### config.mk
export PLATFORM = sky130hd
export DESIGN_NAME = gray_counter_ud
export DESIGN_NICKNAME = d
export VERILOG_FILES = /design/src/rtl/gray_counter_ud.sv
export SDC_FILE = /design/constraint.sdc
export NUM_CORES = 1
export LEC_CHECK = 0
export CAP_MARGIN = 40
export CORE_MARGIN = 2
export CORE_UTILIZATION = 59
export DETAILED_ROUTE_END_ITERATION = 16
export DONT_BUFFER_PORTS = 1
export GPL_TIMING_DRIVEN = 0
export PLACE_DENSITY = 0.77
export SLEW_MARGIN = 20
export SYNTH_ARGS = -nofsm -noshare
export SYNTH_HDL_FRONTEND = slang
export SYNTH_SLANG_ARGS = --single-unit
### constraint.sdc
create_clock -name clk -period 6.65 [get_ports clk]
set_clock_uncertainty 0.1 [all_clocks]
set_input_delay 0.3325 -clock clk [delete_from_list [all_inputs] [get_ports clk]]
set_output_delay 0.3325 -clock clk [all_outputs]
set_load 0.01 [all_outputs]
### src/rtl/gray_counter_ud.sv
// Up/down Gray-code counter with registered binary and Gray outputs.
// Supports clear, load, wrap-or-saturate at the range limits, and wrap/blocked-step pulses.
module gray_counter_ud #(
  parameter int          CBITS    = 14,
  parameter int          SAT_MODE = 0,
  parameter int unsigned INIT     = 0
) (
  input  logic             clk,
  input  logic             rst_n,
  input  logic             en,
  input  logic             up,
  input  logic             clr,
  input  logic             load,
  input  logic [CBITS-1:0] load_val,
  output logic [CBITS-1:0] bin_c,
  output logic [CBITS-1:0] gray_c,
  output logic             zero,
  output logic             wrap,
  output logic             blk
);

  localparam logic [CBITS-1:0] INIT_V = CBITS'(INIT);
  localparam logic [CBITS-1:0] MAX_V  = '1;
  localparam logic [CBITS-1:0] ONE_V  = CBITS'(1);

  logic [CBITS-1:0] bin_q, bin_d;
  logic [CBITS-1:0] gray_q, gray_d;
  logic             wrap_q, wrap_d;
  logic             blk_q, blk_d;
  logic             atLimit;

  assign atLimit = up ? (bin_q == MAX_V) : (bin_q == '0);

  always_comb begin
    bin_d  = bin_q;
    wrap_d = 1'b0;
    blk_d  = 1'b0;
    if (clr) begin
      bin_d = INIT_V;
    end else if (load) begin
      bin_d = load_val;
    end else if (en) begin
      if (atLimit && (SAT_MODE != 0)) begin
        blk_d = 1'b1;
      end else begin
        // Modulo arithmetic yields the wrapped value at either limit for free
        bin_d  = up ? (bin_q + ONE_V) : (bin_q - ONE_V);
        wrap_d = atLimit;
      end
    end
    gray_d = bin_d ^ (bin_d >> 1);
  end

  always_ff @(posedge clk) begin
    if (!rst_n) begin
      bin_q  <= INIT_V;
      gray_q <= INIT_V ^ (INIT_V >> 1);
      wrap_q <= 1'b0;
      blk_q  <= 1'b0;
    end else begin
      bin_q  <= bin_d;
      gray_q <= gray_d;
      wrap_q <= wrap_d;
      blk_q  <= blk_d;
    end
  end

  assign bin_c  = bin_q;
  assign gray_c = gray_q;
  assign zero   = (bin_q == '0);
  assign wrap   = wrap_q;
  assign blk    = blk_q;

endmodule

# ---- Word-level counts from Yosys, hierarchy flattened
# Index checks and enable logic that the tools add are counted.
# W data, S select, Z words.
dict set report totals {
  reg_bits 29
  latch_bits 0
  ram_bits 0
  romBits 0
  inputBits 20
  output_inout_bits 31
  word_cells 16
  n_memories 0
}
dict set report op_classes {
  add_sub_neg 2
  multipliers 0
  div_mod_pow 0
  order_cmp 0
  n_eq_ne 1
  shift 0
  muxes 5
  bitwise_logic 3
  reduce_logical 2
}
# operator count
set ops {}
lappend ops {{$mux W14} 4}
lappend ops {{$add A14 B1 Y14 const B} 1}
lappend ops {{$eq A14 B14 Y1 const B} 1}
lappend ops {{$logic_not A14 Y1} 1}
lappend ops {{$sub A14 B1 Y14 const B} 1}
lappend ops {{$xor A14 B13 Y14} 1}
lappend ops {{$reduce_or A4 Y1} 1}
lappend ops {{$not A1 Y1} 2}
lappend ops {{$mux W1} 1}

# ---- Logic depth before layout (Yosys ltp)
# Gate-level depths: netlist (run 1).
dict set report logic_depth {
  word_depth 6
  mapped_depth 10
  ltp_nobuf 9
}

# ---- Worst setup path after synthesis (run 1)
# Ideal clock, no wire load.
dict set report synth_timing {
  path_type {in2reg}
  from {input up}
  to {register gray_q[10] (netlist: gray_c[10])}
  setup_ns 0.121
  arrival_ns 2.381
  required_ns 6.429
  setup_slack_ns 4.048
  stages 9
  path_buffers 0
  path_cell_list {inv_1 > ha_1 > and2_4 > a221oi_4 > a211oi_1 > or4_1 > a21oi_2 > or3b_1 > a21oi_1}
}
dict set report synth_between {
  elab_chain_cells 5
}
# item line_no
set synth_rtl {}
lappend synth_rtl {{start, declared} 11} ;# input logic up,
lappend synth_rtl {{$mux W14} 47} ;# bin_d = up ? (bin_q + ONE_V) : (bin_q - ONE_V);
lappend synth_rtl {{$mux W14} 42} ;# end else if (en) begin
lappend synth_rtl {{$mux W14} 40} ;# end else if (load) begin
lappend synth_rtl {{$mux W14} 38} ;# if (clr) begin
lappend synth_rtl {{$xor A14 B13 Y14} 51} ;# gray_d = bin_d ^ (bin_d >> 1);
lappend synth_rtl {{end signal, assigned} 57} ;# gray_q <= INIT_V ^ (INIT_V >> 1);
lappend synth_rtl {{end signal, assigned} 62} ;# gray_q <= gray_d;
lappend synth_rtl {{end, declared} 27} ;# logic [CBITS-1:0] gray_q, gray_d;
# Every way passes these cells.
# A chain may end at the register's enable or synchronous reset.

# ---- Worst setup path after layout (run 1)
dict set report layout_timing {
  from {register bin_q[4] (netlist: bin_c[4])}
  to {register gray_q[10] (netlist: gray_c[10])}
}
dict set report layout_between {
  elab_chain_cells 6
  word_cells_on_any_way 7
  cone_classes {2 x add/sub; 4 x mux; 1 x bitwise}
}
# item line_no
set layout_rtl {}
lappend layout_rtl {{start, declared} 26} ;# logic [CBITS-1:0] bin_q, bin_d;
lappend layout_rtl {{start signal, assigned} 61} ;# bin_q <= bin_d;
lappend layout_rtl {{$sub A14 B1 Y14 / $add A14 B1 Y14 (equally long branches)} 47}
lappend layout_rtl {{$mux W14 (*)} 47}
lappend layout_rtl {{$mux W14 (*)} 42}
lappend layout_rtl {{$mux W14 (*)} 40}
lappend layout_rtl {{$mux W14 (*)} 38}
lappend layout_rtl {{$xor A14 B13 Y14 (*)} 51}
# Mark *: on every way between the ends. The rest lies on a longest branch, timed or not.

==> metrics.log, run 1 <==
INFO  metric sequentialPowerShare = just over 50%
INFO  metric fin_total_pwr = 0.3837 mW
INFO  metric crit_end = gray_c[10]
INFO  metric required = 6.78 ns
INFO  metric drt-initial-drc-count = 124
INFO  metric gr_busiest_metal = met2
INFO  metric postCtsSetupBuffers = 0
INFO  metric placed_area = around 2000 µm²
INFO  metric path_depth = 8
INFO  metric vdd_drop_max = between 150 and 200 µV
INFO  metric gpl.final_weighted_congestion = 0.9386
INFO  metric fp.dieArea = about 3800 µm²
INFO  metric core_area = 3103 µm²
INFO  metric yosys.area.top_type = sky130_fd_sc_hd__dfxtp_1
INFO  metric critPathBufInv = 0
INFO  metric switching_power = 0.1233 mW
INFO  metric post-route-drc-count = 0
INFO  metric setup_viol = 0
INFO  metric crit_path_start = bin_c[4]
INFO  metric synth_flop_cell = sky130_fd_sc_hd__dfxtp_1
INFO  metric clock_power_share = 20.7%
INFO  metric area_share_of_the_leading_cell_type_in_the_synthesized_netlist = between 20% and 30%
INFO  metric critical-path-top-delay-family = compound AO/OA/AOI/OAI gates
INFO  metric layout_cells_sized_above_1 = 9.877%
INFO  metric dpl.hpwl = 3579 µm
INFO  metric worst_setup_timing_slack_at_the_placement_stage = between 3 and 4 ns
INFO  metric top_level_ports = 51
INFO  metric worst-r2r-cell-count = 8
INFO  metric chipHeight = 61.48 µm
INFO  metric synth-edff-count = 0
INFO  metric rr_endpoint = gray_c[10]
INFO  metric combinationalPowerShare = 28.2%
INFO  metric syn_nets = 272
INFO  metric numClockSinks = 28
INFO  metric slew_headroom = 43.82%
INFO  metric cpMaxStageDelayCell = sky130_fd_sc_hd__dfxtp_1
INFO  metric hold_path_class = input port to flop
INFO  metric final.period_utilization = 39.48%
INFO  metric grt_overflow = 0
INFO  metric timing.critical_path.from_type = flop
INFO  metric avgRoutedWirePerCell = 15.78 µm
INFO  metric drt_wl_total = approximately 4500 µm
INFO  metric dr_total_vias = 1723
INFO  metric drt.antenna.violating_nets = 0
INFO  metric gr-usage-met2 = 42.41%
INFO  metric timing.final.crit_period = 2.625 ns
INFO  metric post_route_cell_area = 2041 µm²
INFO  metric floorplan.initialDensity = 62.82%
INFO  metric routed_via_density = 6.003
INFO  metric p_per_area = ~190 nW/µm²
INFO  metric post_synth.cell_area_avg = roughly 8.2 µm²
INFO  metric setup.worst_path.end_class = flop
INFO  metric cts-root-to-sink-buffers = 2
INFO  metric grtUsageMet1 = 32.99%
INFO  metric yosys_warnings = 0
INFO  metric finalSetupTns = 0 ns
INFO  metric groute.layer.met3.usage = under 10%
INFO  metric critical-path-max-stage-delay = 0.51 ns
INFO  metric worstSkewPairLatency = between 0.3 and 0.4 ns
INFO  metric first_pass_iters = 4
INFO  metric max_freq = 0.3809 GHz
INFO  metric cts_hold_buf = 0
INFO  metric cells_along_the_critical_path = ha_1, and2_4, a221oi_4, a211oi_1, or4_1, a21oi_2, or3b_1, a21oi_1
INFO  metric syn_to_final_growth = 4.686%
INFO  metric synth-seq-cells = 28
INFO  metric switching_share = between 30 and 40%
INFO  metric critical_path_arrival = 2.75 ns
INFO  metric grt_antenna_before_repair = 0
INFO  metric slew_violations = 0
INFO  metric worst_slew_pin_slew = roughly 0.83 ns
INFO  metric cts_tree = yes
INFO  metric setup_slack = ~4 ns
INFO  metric layout.nets = 277
INFO  metric internal_power = 0.2604 mW
INFO  metric hold_ws = around 0.02 ns
INFO  metric setup_slack_on_the_worst_flop_to_flop_path = 4.02 ns
INFO  metric grt_start_max_net_pins = 16
INFO  metric synth_area = 1949 µm²
INFO  metric clk_root_buffer_cell = sky130_fd_sc_hd__clkbuf_4
INFO  metric synth.lib_cells_used.distinct = 53
INFO  metric first_pass_grt_wire_length = 7231 µm
INFO  metric power_leakage = between 0.8 and 0.9 nW
INFO  metric synthCells = 239
INFO  metric chipWidth = 61.48 µm
INFO  metric critPathMaxFanout = 5
INFO  metric max-cap-violations = 0
INFO  metric htree_levels = 1
INFO  metric grt_setup_unrepaired = no
INFO  metric synth.area.top_cells = sky130_fd_sc_hd__dfxtp_1 (29%), sky130_fd_sc_hd__ha_1 (7.7%), sky130_fd_sc_hd__nor2_1 (6.0%), sky130_fd_sc_hd__a21oi_1 (5.6%), sky130_fd_sc_hd__xnor2_1 (5.4%)
INFO  metric critical_path.reg2reg.startpoint = bin_c[4]
INFO  metric run_status = finished clean
INFO  metric rows = 20
INFO  metric timing.final.hold_violations = 0
INFO  metric global_route.usage.total = 25.53%
INFO  metric number_of_global_route_vias_before_repair = 1569
INFO  metric clk_transition_reported_paths = about 0.14 ns
INFO  metric worstSetupPathType = flop to flop
INFO  metric cts_inserted_buffers = 3
INFO  metric cts_resized = 0
INFO  metric antenna_cells = 0
INFO  metric synth_sequential_area_ratio = 28.75%
INFO  metric portBuffers = 0
INFO  metric asyncSetResetFlopFracSynth = 0%
-- placed cells by master, fill, tap and decap left out, drive strengths merged, types with 5 or more instances in the layout --
| cell type | synthesis | routed |
|---|---|---|
| nand2 | 13 | 13 |
| nand3 | 5 | 5 |
| buf | 9 | 9 |
| nor3 | 8 | 8 |
| ha | 12 | 12 |
| nor2 | 31 | 31 |
| nand2b | 5 | 5 |
| inv | 7 | 7 |
| dfxtp | 28 | 28 |
| xnor2 | 12 | 12 |
| nor2b | 9 | 9 |
| o21ai | 5 | 5 |
| and2 | 5 | 5 |
| xor2 | 5 | 5 |
| a21oi | 25 | 25 |
| a21o | 5 | 5 |
| a211oi | 5 | 5 |
| clkbuf | 2 | 6 |
-- logic make-up (layout without fill, tap and decap cells) --
family	count (synthesis)	in the layout	synth area share, %
buf+inv	19	23	4.493
compound gates	61	61	22.59
flops	28	28	28.75
fa+ha+maj	13	13	8.729
mux	5	5	2.632
xor+xnor	17	17	7.638
simple gates	95	95	24.97
other cells	1	1	0.1924
-- power groups by stage --
stage / Combinational (mW) / Sequential (mW) / Clock [mW]
global placement: 0.106 / 0.200 / 0
detailed placement: 0.108 / 0.200 / 0
CTS: 0.108 / 0.196 / 0.0812
global route: 0.122 / 0.198 / 0.0881
finish: 0.108 / 0.196 / 0.0794
floorplan: 0.0909 / 0.196 / 0
-- state kept, by name, summed over array words and instances (netlist names) --
name and flops:
gray_c 13, wrap 1, bin_c 14
-- cell type report --
cell class,count,area [µm²]
Buffer,11,57.56
Clock buffer,4,36.28
Fill cell,308,1062
Inverter,8,30.03
Multi-Input combinational cell,192,1301
Sequential cell,28,560.5
Tap cell,44,55.05
-- layer usage --
metal	part of all wire [%]	vias to the layer above
li1	-	860
met1	43	777
met3	9.0	8
met5	0	-
met2	46	78
met4	1.6	0
-- how the worst min path moves through the flow --
stage,slack [ns],cells after the start,endpoint,start
floorplan,0.35,1,bin_c[9],rst_n
global placement,0.36,1,bin_c[9],rst_n
detailed placement,0.36,1,bin_c[9],rst_n
CTS,0.02,1,bin_c[9],rst_n
global route,0.02,1,bin_c[9],rst_n
finish,0.02,1,bin_c[9],rst_n
-- synth_stat cells, drive strengths merged, types with 3 or more instances --
cell type / instances
nand2b: 5
o21ai: 5
nor2b: 9
a21o: 5
dfxtp: 28
a31oi: 3
a21oi: 25
nand3: 5
nor2: 31
buf: 9
xnor2: 12
o211ai: 3
and2: 5
mux2i: 4
xor2: 5
nand4: 4
nor4: 4
or4: 3
ha: 12
nand2: 13
nor3: 8
inv: 7
a211oi: 5
-- metrics by stage --
stage,instances,utilization (%)
6_report,287,65.77
5_1_grt,287,65.77
4_1_cts,287,65.77
3_5_place_dp,283,64.60
3_3_place_gp,283,64.60
2_1_floorplan,239,-
-- worst reg2reg max path, delay by kind of cell (launching register included) --
family / cells / cell delay [ns]
flip-flops: 1 / 0.51
adder cells (fa/ha/maj): 1 / 0.36
AO/OA/AOI/OAI: 4 / 0.81
AND/OR/NAND/NOR: 3 / 0.76
No activity file was read; power rests on OpenSTA's default activity.
==> run 2, diff against run 1 <==
- CORE_UTILIZATION: 59 -> 57
- clock period: 6.65 -> 2.1 ns (I/O delays scaled with it)
==> metrics.log, run 2 (synthesis gave the netlist of run 1 again) <==
INFO  metric run_status = finished, violations left
INFO  metric violations = setup timing
INFO  metric cpMaxStageDelayCell = sky130_fd_sc_hd__dfxtp_2
INFO  metric power_leakage = 1.013 nW (+18%)
INFO  metric critical-path-max-stage-delay = 0.40 ns (-0.11 ns)
INFO  metric gpl.final_weighted_congestion = 0.8932 (-4.8%)
INFO  metric setup_slack = -0.3391 ns (-4.364 ns)
INFO  metric post-place-cells = 285 (+0.71%)
INFO  metric final.period_utilization = 116.1% (+77 points)
INFO  metric worstSkewPairLatency = 0.33 ns (about the same)
INFO  metric clk_root_buffer_cell = sky130_fd_sc_hd__clkbuf_4
INFO  metric largest_reg_flops = 14 (unchanged)
INFO  metric portBuffers = 0 (unchanged)
INFO  metric required = 2.27 ns (-4.51 ns)
INFO  metric worst_setup_timing_slack_at_the_placement_stage = -0.5822 ns (-4.298 ns)
INFO  metric fp.dieArea = 3904 µm² (+3.3%)
INFO  metric cts_inserted_buffers = 3 (unchanged)
INFO  metric number_of_global_route_vias_before_repair = 1969 (+25%)
INFO  metric leading_cell_type_in_the_layout_fill_and_taps_excluded = sky130_fd_sc_hd__nor2_1
INFO  metric global_route.usage.total = 29.79% (+4.3 points)
INFO  metric first_pass_iters = 4 (unchanged)
INFO  metric slew_violations = 0 (unchanged)
INFO  metric layout.cells.most_common_list = sky130_fd_sc_hd__nor2_1 (30), sky130_fd_sc_hd__a21oi_1 (17), sky130_fd_sc_hd__dfxtp_1 (15)
INFO  metric layout.nets = 304 (+9.7%)
INFO  metric finalSetupTns = -1.776 ns (-1.776 ns)
INFO  metric p_per_area = 520.4 nW/µm² (+180%)
INFO  metric layout_cells_sized_above_1 = 32.59% (+23 points)
INFO  metric max-cap-violations = 0 (unchanged)
INFO  metric cts-root-to-sink-buffers = 2 (unchanged)
INFO  metric dpl.hpwl = 3587 µm (+0.23%)
INFO  metric timing.critical_path.from_type = flop
INFO  metric cells_along_the_critical_path = ha_4, a211oi_2, o211ai_1, nand2_2, a221oi_4, a21oi_4, or3_1, a21oi_1
INFO  metric critical_path_arrival = 2.61 ns (-0.14 ns)
INFO  metric core_area = 3311 µm² (+6.7%)
INFO  metric critPathMaxFanout = 5 (unchanged)
INFO  metric rows = 21 (+5.0%)
INFO  metric antenna_cells = 0 (unchanged)
INFO  metric drt_wl_total = 5728 µm (+26%)
INFO  metric drt-initial-drc-count = 151 (+22%)
INFO  metric routed_via_density = 6.098 (+1.6%)
INFO  metric dr_total_vias = 1927 (+12%)
INFO  metric setup.worst_path.end_class = flop
INFO  metric worstSetupPathType = flop to flop
INFO  metric final_standard_cell_count_with_taps_included_and_fillers_excluded = 316 (+10%)
INFO  metric syn_to_final_growth = 36.33%
INFO  metric grt_start_max_net_pins = 16 (unchanged)
INFO  metric timing.final.hold_violations = 0 (unchanged)
INFO  metric post-route-drc-count = 0 (unchanged)
INFO  metric hold_path_class = input port to flop
INFO  metric vdd_drop_max = 567.3 µV (+230%)
INFO  metric chipWidth = 62.48 µm (+1.6%)
INFO  metric first_pass_grt_wire_length = 9335 µm (+29%)
INFO  metric critPathBufInv = 0 (unchanged)
INFO  metric fin_total_pwr = 1.383 mW (+260%)
INFO  metric top_level_ports = 51 (unchanged)
INFO  metric timing.final.crit_period = 2.439 ns (-0.1862 ns)
INFO  metric numClockSinks = 28 (unchanged)
INFO  metric drt.antenna.violating_nets = 0 (unchanged)
INFO  metric chipHeight = 62.48 µm (+1.6%)
INFO  metric cts_tree = yes
INFO  metric avgRoutedWirePerCell = 18.13 µm (+15%)
INFO  metric grt_setup_unrepaired = yes
INFO  metric htree_levels = 1 (unchanged)
INFO  metric critical-path-top-delay-family = compound AO/OA/AOI/OAI gates
INFO  metric setup_viol = 13 (+13)
INFO  metric floorplan.initialDensity = 58.88% (-3.9 points)
INFO  metric max_freq = 0.4100 GHz (+7.6%)
INFO  metric grt_overflow = 0 (unchanged)
INFO  metric grt_antenna_before_repair = 0 (unchanged)
INFO  metric clk_transition_reported_paths = 0.14 ns (about the same)
[run 2: cell types whose count changed in the layout (fill, tap and decap cells not counted), moves of 5 or more]
cell                            change
sky130_fd_sc_hd__dfxtp_4            +9
sky130_fd_sc_hd__dlygate4sd3_1     +13
sky130_fd_sc_hd__buf_4             +10
sky130_fd_sc_hd__ha_4              +10
sky130_fd_sc_hd__ha_1              -10
sky130_fd_sc_hd__a21oi_1            -5
sky130_fd_sc_hd__dfxtp_1           -13
[run 2: path summary, 6_finish.rpt]
kind	cells past startpoint	slack (ns)	from	end
setup / recovery	8	-0.34	bin_c[2]	gray_c[11]
hold reg to reg	4	0.64	bin_c[2]	wrap
hold / removal	3	0.01	load_val[6]	bin_c[6]
setup reg to reg	8	-0.34	bin_c[2]	gray_c[11]
[run 2: power breakdown]
| group | total [mW] | internal [mW] | switching [mW] |
|---|---|---|---|
| clock | 0.260 | 0.106 | 0.154 |
| sequential | 0.623 | 0.565 | 0.0585 |
| combinational | 0.500 | 0.247 | 0.252 |
[run 2: cell type report]
type | count | area (µm²)
fillers | 216 | 653.1
well taps | 46 | 57.56
flip-flops and latches | 28 | 599.3
repair buffers | 28 | 266.5
multi-input cells | 192 | 1607
plain buffers | 10 | 57.56
clock buffers | 4 | 36.28
inverters | 8 | 33.78
[run 2: stage by stage]
stage                     util (%)  cell area, µm²  hold WS [ns]
after floorplan                  -            1953        0.1267
after detailed placement     60.73            2011        0.1365
after global placement       60.73            2011        0.1276
after global routing         80.27            2658       0.02034
final                        80.27            2658       0.01392
after CTS                    77.93            2580      0.006889
[run 2: per-layer routing]
metal  routed length (µm)  GRT usage, %
met5                    0             0
met3                  447         6.667
met4                  222         11.39
met1                 2181         33.26
met2                 2876         54.70
[run 2: worst reg2reg max path, stage by stage (launching register included)]
cell and delay [ns]:
sky130_fd_sc_hd__dfxtp_2 0.40, sky130_fd_sc_hd__ha_4 0.33, sky130_fd_sc_hd__a211oi_2 0.09, sky130_fd_sc_hd__o211ai_1 0.30, sky130_fd_sc_hd__nand2_2 0.16, sky130_fd_sc_hd__a221oi_4 0.38
sky130_fd_sc_hd__a21oi_4 0.11, sky130_fd_sc_hd__or3_1 0.38, sky130_fd_sc_hd__a21oi_1 0.14
[run 2: repair_timing]
action / 4_1_cts / 5_1_grt
setup endpoints to repair: 22 / 23
setup buffers: 13 / 2
hold buffers: 12 / 1
pin swaps: 22 / 7
gates cloned: 0 / 0
hold endpoints to repair: 21 / 1
resized for setup: 67 / 11
